`src/rtl/multi_delay_timer.sv`:
```
// multi_delay_timer: CHANNELS independent programmable delay timers that share
// one free-running prescaler. Each channel runs a small IDLE/COUNT/DONE FSM.
//
// Request semantics: start, cancel and periodic are level-sampled on every
// rising CLK_100MHz edge. There is no ready/acknowledge, so a request is
// accepted on the cycle it is seen. Per channel, cancel wins over start,
// start wins over normal progression, and Reset wins over everything. done[i]
// is a one-cycle pulse decoded from the registered state, so it never has a
// combinational path from the inputs.
module multi_delay_timer #(
   parameter int CHANNELS = 4,
   parameter int WIDTH    = 20,
   parameter int PRESCALE = 1
) (
   input  logic                      CLK_100MHz,
   input  logic                      Reset,
   input  logic [CHANNELS-1:0]       start,
   input  logic [CHANNELS-1:0]       cancel,
   input  logic [CHANNELS-1:0]       periodic,
   input  logic [CHANNELS*WIDTH-1:0] period,
   output logic [CHANNELS-1:0]       busy,
   output logic [CHANNELS-1:0]       done,
   output logic                      done_any
);

   // The prescaler counter is at least 1 bit wide. With PRESCALE=1 it stays
   // at 0, so tick is asserted on every cycle.
   localparam int PW = (PRESCALE > 1) ? $clog2(PRESCALE) : 1;

   typedef enum logic [1:0] {
      S_IDLE  = 2'd0,
      S_COUNT = 2'd1,
      S_DONE  = 2'd2
   } state_t;

   logic [PW-1:0] pre_cnt;
   logic          tick;

   assign tick = (pre_cnt == PW'(PRESCALE - 1));

   // Free-running shared prescaler that wraps at PRESCALE-1. A start request
   // does not restart it.
   always_ff @(posedge CLK_100MHz) begin
      if (Reset) begin
         pre_cnt <= '0;
      end else if (tick) begin
         pre_cnt <= '0;
      end else begin
         pre_cnt <= pre_cnt + PW'(1);
      end
   end

   for (genvar g = 0; g < CHANNELS; g++) begin : g_chan
      state_t           state;
      logic [WIDTH-1:0] remaining;
      logic             mode;
      logic [WIDTH-1:0] period_i;

      assign period_i = period[g*WIDTH +: WIDTH];

      // Per-channel FSM. The counter stops at 1, so it never wraps, and a
      // loaded period of 0 expires on the first tick just like a period of 1.
      always_ff @(posedge CLK_100MHz) begin
         if (Reset) begin
            state     <= S_IDLE;
            remaining <= '0;
            mode      <= 1'b0;
         end else if (cancel[g]) begin
            state     <= S_IDLE;
         end else begin
            case (state)
               S_IDLE: begin
                  if (start[g]) begin
                     state     <= S_COUNT;
                     remaining <= period_i;
                     mode      <= periodic[g];
                  end
               end
               S_COUNT: begin
                  if (start[g]) begin
                     remaining <= period_i;
                     mode      <= periodic[g];
                  end else if (tick) begin
                     if (remaining <= WIDTH'(1)) begin
                        state <= S_DONE;
                     end else begin
                        remaining <= remaining - WIDTH'(1);
                     end
                  end
               end
               S_DONE: begin
                  if (start[g]) begin
                     state     <= S_COUNT;
                     remaining <= period_i;
                     mode      <= periodic[g];
                  end else if (mode) begin
                     state     <= S_COUNT;
                     remaining <= period_i;
                  end else begin
                     state     <= S_IDLE;
                  end
               end
               default: begin
                  state <= S_IDLE;
               end
            endcase
         end
      end

      assign busy[g] = (state == S_COUNT);
      assign done[g] = (state == S_DONE);
   end

   assign done_any = |done;

endmodule

```
`config.mk`:
```
export PLATFORM = sky130hd
export DESIGN_NAME = multi_delay_timer
export DESIGN_NICKNAME = d
export VERILOG_FILES = /design/src/rtl/multi_delay_timer.sv
export SDC_FILE = /design/constraint.sdc
export NUM_CORES = 1
export LEC_CHECK = 0
export CORE_MARGIN = 1.5
export CORE_UTILIZATION = 25
export CTS_CLUSTER_DIAMETER = 150
export DETAILED_ROUTE_END_ITERATION = 10
export GPL_TIMING_DRIVEN = 0
export PLACE_DENSITY = 0.52
export SLEW_MARGIN = 20
export SYNTH_ARGS = -nofsm -noshare
export SYNTH_HDL_FRONTEND = slang
export SYNTH_SLANG_ARGS = --single-unit
```
`constraint.sdc`:
```
create_clock -name CLK_100MHz -period 2.8 [get_ports CLK_100MHz]
set_input_delay 0.84 -clock CLK_100MHz [delete_from_list [all_inputs] [get_ports CLK_100MHz]]
set_output_delay 0.84 -clock CLK_100MHz [all_outputs]
set_load 0.1 [all_outputs]
```
==> summary.md <==
| Metric | Value |
|---|---|
| Dpl hpwl | 17300 um |
| Ys async rst share | 0 |
| Tcrit/Tclk final | 0.982 |
| Slew @ Worst Pin | 0.968 ns |
| Drt via density | 5.57 |
| Number of synthesized flops with an enable pin | 0 |
| TritonCTS buffer count | 9 |
| Worst path most repeated cell | a31o_2 |
| Setup violators final | 0 |
| Aggregate negative setup slack | 0 ns |
| Die Y-Extent | 159 um |
| DR iter-0 viols | 602 |
| Slew Limit Fails | 0 |
| GRT Total Usage | 0.186 |
| Std cell rows | 56 |
| First-pass GRT wire length | 37700 um |
| CP max stage delay | 0.55 ns |
| Initial antenna violation count | 0 |
| WP data required | 3.05 ns |
| Hold WC Path Type | reg -> reg |
| Vias | 6959 |
| Total congestion overflow | 0 |
| TritonRoute pass-1 iters | 5 |
| Crit-path slowest cell | clkdlybuf4s50_1 |
| Final antenna-violating net count | 0 |
| Static Leak | 2.77 nW |
| Worst hold path depth | 2 |
| Clk root buf | clkbuf_16 |
| Sequential area share after synthesis | 0.305 |
| IO buf count | 101 |
| Outcome | finished clean |
| Min cycle time layout | 2.75 ns |
| Syn nets | 915 |
| Crit end category | register |
| Io pins | 103 |
| Diode count | 0 |
| Drt total wl | 23900 um |
| Most used flip-flop cell after synthesis | dfxtp_1 |
| Yosys cell types | 63 |
| Peak supply drop | 0.243 mV |
| Crit path DAT | 3.00 ns |
| RePlAce Congestion | 0.837 |
| H-Tree Depth | 3 |
| Launching element type of the critical path | input port |
| Insertion delay to the later sink of the worst-skew pair | 0.36 ns |
| Critical Path Fanout Max | 10 |
| Critical path type | in -> reg |
| Max Clock Skew | 0.0111 ns |
| Layout cells sized above 1 | 0.102 |
| CP Cell Sequence | clkdlybuf4s50_1 -> or3b_4 -> o211ai_1 -> a31o_2 -> buf_2 -> nor3_1 -> a31o_2 |
| Synth Cell Area | 6100 um^2 |
| Syn Inst Count | 813 |
| Hold-fix buffers, CTS | 0 |
| Yosys warns | 0 |
| Clk slew on worst S/H paths | 0.07 ns |
| Pin count of the biggest net entering global routing | 15 |
| Vias in the first global route | 6573 |
| Drt drc | 0 |
| Syn avg cell area | 7.50 um^2 |
| WL/cell | 19.2 um |
| Reg2Reg Depth | 7 |
| Max Freq | 364 MHz |
| Nets | 1028 |
| TritonCTS clock tree | done |
| Pwr/cell area | 474 nW/um^2 |
| Core area | 23700 um^2 |
| Number of clock sinks | 93 |
| Die area | 25300 um^2 |
| Final hold violation count | 0 |
| Chip width | 159 um |
| RSZ-0062 raised after global routing | true |
| Area growth, synth to finish | 29.5% |
| Worst hold slack | 0.474 ns |
| Initial Util | 0.258 |
| Seq cells post-synth | 93 |
| MaxCap Viol Count | 0 |
| Clock buffer depth | 2 |
| Core Util, Final | 0.333 |
| Max_slew headroom | 0.357 |
==> sequential cells by signal, summed over array words and instances, names as in the netlist <==
register / flops
g_chan.mode: 4
g_chan.state: 8
g_chan.remaining: 80
pre_cnt: 1
==> critical path, delay by kind of cell <==
kind	cells	cell delay [ns]
buffers and inverters	2	0.78
and+or+nand+nor	2	0.58
AOI/OAI and AO/OA	3	0.79
==> final timing paths <==
| check | start | end | slack [ns] |
|---|---|---|---|
| hold reg to reg | g_chan[2].mode | g_chan[2].mode | 0.47 |
| hold / removal | g_chan[2].mode | g_chan[2].mode | 0.47 |
| setup reg to reg | g_chan[2].remaining[0] | g_chan[2].remaining[12] | 0.17 |
| setup / recovery | start[0] | g_chan[0].remaining[10] | 0.05 |
==> routing by layer <==
metal / GRT usage / routed length [um] / vias up
met5: 0 / 0 / -
met4: 0.0532 / 473 / 0
met3: 0.0354 / 1410 / 31
met2: 0.283 / 10600 / 245
met1: 0.264 / 11400 / 3308
li1: - / - / 3375
==> cell usage after synthesis, drive strengths merged, types with 11 or more instances <==
master  instances  area (um^2)
a21oi          88          440
a22oi          20          150
a31oi          13         81.3
buf            11         61.3
clkbuf         60          225
dfxtp          93         1860
inv            24         90.1
nand2          41          161
nand3          19         95.1
nor2           90          338
nor3           46          230
nor4           32          219
o21ai          25          125
o311ai         41          359
o31ai          44          330
or3            12         80.1
or4            21          165
==> power by group <==
part / internal [W] / switching (W) / total (W)
sequential: 0.00141 / 0.0000868 / 0.00149
clock: 0.000620 / 0.000567 / 0.00119
combinational: 0.000417 / 0.000640 / 0.00106
total: 0.00245 / 0.00129 / 0.00374
==> cell usage in the layout (no fill, tap or decap), drive strengths merged, types with 6 or more instances in the layout <==
cell | synthesis | final
buf | 11 | 16
o21ai | 25 | 25
clkbuf | 60 | 71
or4 | 21 | 21
clkdlybuf4s50 | 0 | 92
nand3 | 19 | 19
nor4 | 32 | 32
nor3 | 46 | 46
dfxtp | 93 | 93
a21oi | 88 | 88
o31ai | 44 | 44
nor2 | 90 | 90
o32ai | 7 | 7
a22oi | 20 | 20
nor2b | 8 | 8
nand2 | 41 | 41
o311ai | 41 | 41
a31oi | 13 | 13
o21bai | 6 | 6
or3b | 8 | 8
and3 | 6 | 6
inv | 24 | 24
ha | 8 | 8
and2 | 7 | 7
a211oi | 8 | 8
a31o | 7 | 7
or3 | 12 | 12
==> timing repair <==
item / CTS / global route
endpoints found under the setup margin: 51 / 40
gates resized for setup: 30 / 29
endpoints found under the hold margin: 0 / 0
cloned: 0 / 0
pin swaps: 1 / 1
setup buffers: 1 / 2
==> kinds of logic after synthesis <==
family / count (synthesis) / synth area share
simple gates: 310 / 0.266
compound gates: 301 / 0.341
buf+inv: 95 / 0.0618
flops: 93 / 0.305
fa+ha+maj: 8 / 0.0164
mux: 5 / 0.00841
other cells: 1 / 0.000615
==> per-stage QoR <==
| step | std cells | power (W) | area [um^2] | setup slack, ns |
|---|---|---|---|---|
| after detailed placement | 1233 | 0.00254 | 7520 | -0.717 |
| after global routing | 1249 | 0.00393 | 7900 | -0.0208 |
| final | 1249 | 0.00374 | 7900 | 0.0502 |
| after global placement | 1233 | 0.00254 | 7520 | -0.714 |
| after floorplan | 813 | 0.00215 | 6110 | -0.151 |
| after CTS | 1248 | 0.00374 | 7840 | -0.232 |
==> layout make-up <==
cell class,instances,area (um^2)
plain buffers,69,294
clock buffers,11,243
clock inverters,4,25.0
fillers,2614,15800
inverters,24,90.1
multi-input cells,625,3970
flip-flops and latches,93,1860
well taps,319,399
repair buffers,104,1020
No activity file was read; power rests on OpenSTA's default activity.
